[src/rtl/button_event.sv]
// -----------------------------------------------------------------------------
// button_event
//   Turns one debounced, clk-synchronous button level into single-cycle event
//   pulses: press, release, short press, long press and optional auto-repeat.
//   All outputs are registered. Each pulse is high for the cycle that follows
//   the edge on which `in` was sampled.
//
// Configuration macro:
//   BUTTON_EVENT_REPEAT_EN  defined   -> HOLD runs the repeat counter, repeat_o
//                                        pulses every REPEAT_PERIOD cycles
//                           undefined -> repeat logic removed, repeat_o = 0
//
// Parameters:
//   LONG_DELAY     cycles from press to long_o (>= 2)
//   REPEAT_PERIOD  cycles between repeat_o pulses (>= 1)
//   CNT_W          counter width, holds max(LONG_DELAY,REPEAT_PERIOD)-1
//
// Ports:
//   clk        system clock
//   rst_n      asynchronous active-low reset
//   in         debounced button level, 1 = pressed
//   press_o    1-cycle pulse on press
//   release_o  1-cycle pulse on release
//   short_o    1-cycle pulse, released before the long threshold
//   long_o     1-cycle pulse, held LONG_DELAY cycles
//   repeat_o   1-cycle pulse every REPEAT_PERIOD while held after long
//   held_o     level, 1 while the button is considered pressed
// -----------------------------------------------------------------------------
module button_event #(
    parameter int LONG_DELAY    = 62500000,
    parameter int REPEAT_PERIOD = 12500000,
    parameter int CNT_W         = 32
) (
    input  logic clk,
    input  logic rst_n,
    input  logic in,
    output logic press_o,
    output logic release_o,
    output logic short_o,
    output logic long_o,
    output logic repeat_o,
    output logic held_o
);

    // Elaboration-time sanity checks on the parameter set.
    if (LONG_DELAY < 2) begin : g_bad_long
        $error("button_event: LONG_DELAY must be >= 2");
    end
    if (REPEAT_PERIOD < 1) begin : g_bad_rep
        $error("button_event: REPEAT_PERIOD must be >= 1");
    end
    if ((((LONG_DELAY - 1) >> CNT_W) != 0) ||
        (((REPEAT_PERIOD - 1) >> CNT_W) != 0)) begin : g_bad_cntw
        $error("button_event: CNT_W too small for the thresholds");
    end

    localparam logic [CNT_W-1:0] LONG_LAST = CNT_W'(LONG_DELAY - 1);

    typedef enum logic [1:0] {
        WAIT_REL = 2'd0,   // after reset: ignore the button until it is released
        IDLE     = 2'd1,
        PRESS    = 2'd2,   // pressed, long threshold not yet reached
        HOLD     = 2'd3    // pressed past the long threshold
    } state_t;

    state_t           state_q, state_d;
    logic [CNT_W-1:0] cnt_q,   cnt_d;
    logic             press_q,   press_d;
    logic             release_q, release_d;
    logic             short_q,   short_d;
    logic             long_q,    long_d;
    logic             held_q,    held_d;

`ifdef BUTTON_EVENT_REPEAT_EN
    localparam logic [CNT_W-1:0] REP_LAST = CNT_W'(REPEAT_PERIOD - 1);
    logic             repeat_q,  repeat_d;
`endif

    // -------------------------------------------------------------------------
    // State and output registers
    // -------------------------------------------------------------------------
    always_ff @(posedge clk or negedge rst_n) begin
        if (!rst_n) begin
            state_q   <= WAIT_REL;
            cnt_q     <= '0;
            press_q   <= 1'b0;
            release_q <= 1'b0;
            short_q   <= 1'b0;
            long_q    <= 1'b0;
            held_q    <= 1'b0;
`ifdef BUTTON_EVENT_REPEAT_EN
            repeat_q  <= 1'b0;
`endif
        end else begin
            state_q   <= state_d;
            cnt_q     <= cnt_d;
            press_q   <= press_d;
            release_q <= release_d;
            short_q   <= short_d;
            long_q    <= long_d;
            held_q    <= held_d;
`ifdef BUTTON_EVENT_REPEAT_EN
            repeat_q  <= repeat_d;
`endif
        end
    end

    // -------------------------------------------------------------------------
    // Next-state / next-output logic. Release is tested first in PRESS and
    // HOLD so that a release on a threshold edge suppresses long/repeat.
    // -------------------------------------------------------------------------
    always_comb begin
        state_d   = state_q;
        cnt_d     = cnt_q;
        press_d   = 1'b0;
        release_d = 1'b0;
        short_d   = 1'b0;
        long_d    = 1'b0;
        held_d    = held_q;
`ifdef BUTTON_EVENT_REPEAT_EN
        repeat_d  = 1'b0;
`endif
        unique case (state_q)
            WAIT_REL: begin
                held_d = 1'b0;
                if (!in) begin
                    state_d = IDLE;
                    cnt_d   = '0;
                end
            end
            IDLE: begin
                if (in) begin
                    press_d = 1'b1;
                    held_d  = 1'b1;
                    cnt_d   = '0;
                    state_d = PRESS;
                end
            end
            PRESS: begin
                if (!in) begin
                    release_d = 1'b1;
                    short_d   = 1'b1;
                    held_d    = 1'b0;
                    cnt_d     = '0;
                    state_d   = IDLE;
                end else if (cnt_q == LONG_LAST) begin
                    long_d  = 1'b1;
                    cnt_d   = '0;
                    state_d = HOLD;
                end else begin
                    cnt_d = cnt_q + 1'b1;
                end
            end
            HOLD: begin
                if (!in) begin
                    release_d = 1'b1;
                    held_d    = 1'b0;
                    cnt_d     = '0;
                    state_d   = IDLE;
                end
`ifdef BUTTON_EVENT_REPEAT_EN
                else if (cnt_q == REP_LAST) begin
                    repeat_d = 1'b1;
                    cnt_d    = '0;
                end else begin
                    cnt_d = cnt_q + 1'b1;
                end
`endif
            end
            default: begin
                state_d = WAIT_REL;
                cnt_d   = '0;
                held_d  = 1'b0;
            end
        endcase
    end

    assign press_o   = press_q;
    assign release_o = release_q;
    assign short_o   = short_q;
    assign long_o    = long_q;
    assign held_o    = held_q;
`ifdef BUTTON_EVENT_REPEAT_EN
    assign repeat_o  = repeat_q;
`else
    assign repeat_o  = 1'b0;
`endif

endmodule

[config.mk]
export PLATFORM = sky130hd
export DESIGN_NAME = button_event
export DESIGN_NICKNAME = d
export VERILOG_FILES = /design/src/rtl/button_event.sv
export SDC_FILE = /design/constraint.sdc
export NUM_CORES = 1
export LEC_CHECK = 0
export BUFFER_PORTS_ARGS = -buffer_cell sky130_fd_sc_hd__buf_2
export CORE_UTILIZATION = 30
export CTS_CLUSTER_SIZE = 10
export DETAILED_ROUTE_END_ITERATION = 7
export GPL_TIMING_DRIVEN = 1
export SYNTH_ARGS = -nofsm -noshare
export SYNTH_HDL_FRONTEND = slang
export SYNTH_SLANG_ARGS = --single-unit
export TNS_END_PERCENT = 100
[constraint.sdc]
create_clock -name clk -period 2.3 [get_ports clk]
set_input_delay 0.115 -clock clk [delete_from_list [all_inputs] [get_ports clk]]
set_output_delay 0.115 -clock clk [all_outputs]
set_load 0.005 [all_outputs]
==> flow_summary.yaml <==
run_status:
  outcome: "complete, no violations"
critical_path:
  criticalPathCategory: "register to register"
  startpoint: "state_q[0]"
  cp.required_ns: 2.53
  critPathLaunchType: "register"
  arrival_ns: 2.37
  end_kind: "register"
  worstPathMaxFanout: 9
  r2r-start: "state_q[0]"
floorplan:
  core_region_area_um2: 6832
  die_area_um2: 7491
  die_w_um: 86.55
  start_util_pct: 31.39
  die_h_um: 86.55
  rows: 30
  ios: 9
layout:
  design_area_um2: 2377
  mostFrequentLayoutCells: "dfrtp_1 (39), nor2_1 (33), xor2_1 (18)"
  area_delta_synth_final_pct: 10.85
  num_antenna_cells: 0
  nets: 232
  layout_commonest_cell: "dfrtp_1"
  utilization_pct: 34.80
  fill_cells: 697
  drive_above_1_share_pct: 15.56
yosys:
  synth_nets: 221
  synth_area_per_cell_um2: 10.07
  netlist.area_leader.share_pct: 45.51
  synthTopCellsByArea: "dfrtp_1 (46%), xor2_1 (7.4%), nor2_1 (5.8%)"
  synth_cell_types: 44
  synthesis.area_um2: 2145
  yosysSeqAreaShare_pct: 45.51
  synth.ff_latch_count: 39
  synth_top_cell_by_area: "dfrtp_1"
  syn-instance-count: 213
  yosysWarnings: 0
route:
  wire_per_inst_um: 12.86
  drt_iter0_drc: 59
  finalWirelength_mm: 4.128
  avgViaCountPerCell: 4.720
  vias: 1515
  drtAntennaViolNets: 0
  drc: 0
  drt_pass1_iterations: 4
global_route:
  grt_pass1_vias: 1516
  grt-ovfl-total: 0
  grt_max_degree: 40
  track_usage_pct: 12.65
  grt_pass1_wl_mm: 7.320
  antenna_found_initial: 0
sta:
  fmaxAchievable_mhz: 467.7
  drv_slew: 0
  skew_ns: 0.002428
  period_minus_slack_ns: 2.138
  min_period_over_period_pct: 92.96
  worstMarginPinSlew_ns: 0.8631
  tns_ns: 0
  slew_headroom_pct: 42.46
  hold_viol: 0
  rsz0062_at_grt: "false"
  setup_violations: 0
clock_network:
  cts_tree: "built"
  htreeDepth: 2
  clk_path_buf_depth: 2
  insertion_delay_ns: 0.30
  cts.sinks: 39
  cts_buffers: 5
  root_buffer: "clkbuf_8"
  cts.clk_slew.worst_paths_ns: 0.07
power:
  peakVddDrop_v: 0.0003598
  power_density_nw_per_um2: 772.4
  fin_total_pwr_w: 0.001836
  cellLeakagePower_nw: 0.9747
job:
  cap_viol_max_count: 0
place:
  placed_cell_area_um2: 2267
  dp_hpwl_mm: 2.812
  io_buffers: 7
  gp_congestion: 0.7624
min_path:
  hold_path_startpoint: "in"
  worstHoldPathType: "primary input to register"
==> cells in the mapped netlist, drive strengths merged <==
| cell | number |
|---|---|
| nand2 | 16 |
| o21ai | 5 |
| xnor2 | 10 |
| nor3 | 8 |
| clkbuf | 1 |
| nand3 | 12 |
| nor2b | 1 |
| a21o | 1 |
| and2 | 3 |
| a22o | 1 |
| ha | 5 |
| xor2 | 18 |
| mux2 | 2 |
| o311ai | 1 |
| or3 | 3 |
| mux2i | 1 |
| nor4bb | 1 |
| a21oi | 5 |
| buf | 7 |
| o31ai | 1 |
| conb | 1 |
| and3 | 4 |
| and4 | 2 |
| nor4b | 1 |
| nor2 | 36 |
| inv | 5 |
| nor4 | 7 |
| nor3b | 2 |
| nand4 | 13 |
| or4 | 1 |
| dfrtp | 39 |
==> worst max-delay path, stage by stage, from the launching register on <==
cell	delay (ns)
dfrtp_1	0.43
inv_1	0.07
ha_1	0.32
mux2_4	0.32
nor2_4	0.25
nand4_1	0.19
or3_1	0.37
a21oi_2	0.13
==> cells by family after synthesis <==
group / Yosys count / synth area share, %
AO/OA/AOI/OAI: 14 / 4.843
XOR/XNOR: 28 / 11.43
adder cells (fa/ha/maj): 5 / 2.917
buffers and inverters: 13 / 4.375
flip-flops: 39 / 45.51
multiplexers: 3 / 1.692
other: 1 / 0.1749
AND/OR/NAND/NOR: 110 / 29.05
==> final timing paths <==
path / end / slack (ns) / cells after the start
hold / removal: short_o / 0.15 / 2
min in group asynchronous: release_o / 0.46 / 2
max in group asynchronous: cnt_q[22] / 1.29 / 2
setup / recovery: cnt_q[25] / 0.16 / 7
setup reg to reg: cnt_q[25] / 0.16 / 7
hold reg to reg: held_o / 0.54 / 1
==> sequential cells by signal (all words and copies together), names as in the netlist <==
register	count
cnt_q	32
press_o	1
release_o	1
held_o	1
short_o	1
long_o	1
state_q	2
==> through the flow <==
stage	hold slack, ns	std cells	setup WS, ns
floorplan	-0.1806	213	0.3793
global placement	0.2893	312	0.1893
detailed placement	0.2842	312	0.1808
CTS	0.1326	321	0.1497
global route	0.1499	321	0.03321
finish	0.1466	321	0.1620
==> report_power, final <==
part	switching, W	internal [W]
registers	0.0000390	0.000733
logic	0.000337	0.000210
clock network	0.000245	0.000274
total	0.000620	0.00122
==> cell type report <==
| cell class | count | area, um^2 | area share [%] |
|---|---|---|---|
| clock buffers | 8 | 100.1 | 4.211 |
| inverters | 5 | 18.77 | 0.7895 |
| multi-input cells | 161 | 1075 | 45.21 |
| flip-flops and latches | 39 | 975.9 | 41.05 |
| well taps | 96 | 120.1 | 5.053 |
| repair buffers | 12 | 87.58 | 3.684 |
==> timing repair <==
| action | in CTS | in global routing |
|---|---|---|
| gates resized for setup | 0 | 0 |
| hold buffers | 1 | 0 |
| buffers inserted | 0 | 0 |
| endpoints found under the hold margin | 39 | 0 |
==> per-layer routing <==
metal / GRT usage, % / routed length (um) / part of all wire (%) / vias up
met3: 2.857 / 113 / 2.7 / 8
met5: 0 / 0 / 0 / -
met2: 18.83 / 1837 / 45 / 21
met4: 5.000 / 70 / 1.7 / 0
met1: 17.76 / 2107 / 51 / 729
li1: - / - / - / 757
(Power assumes the default switching activity.)
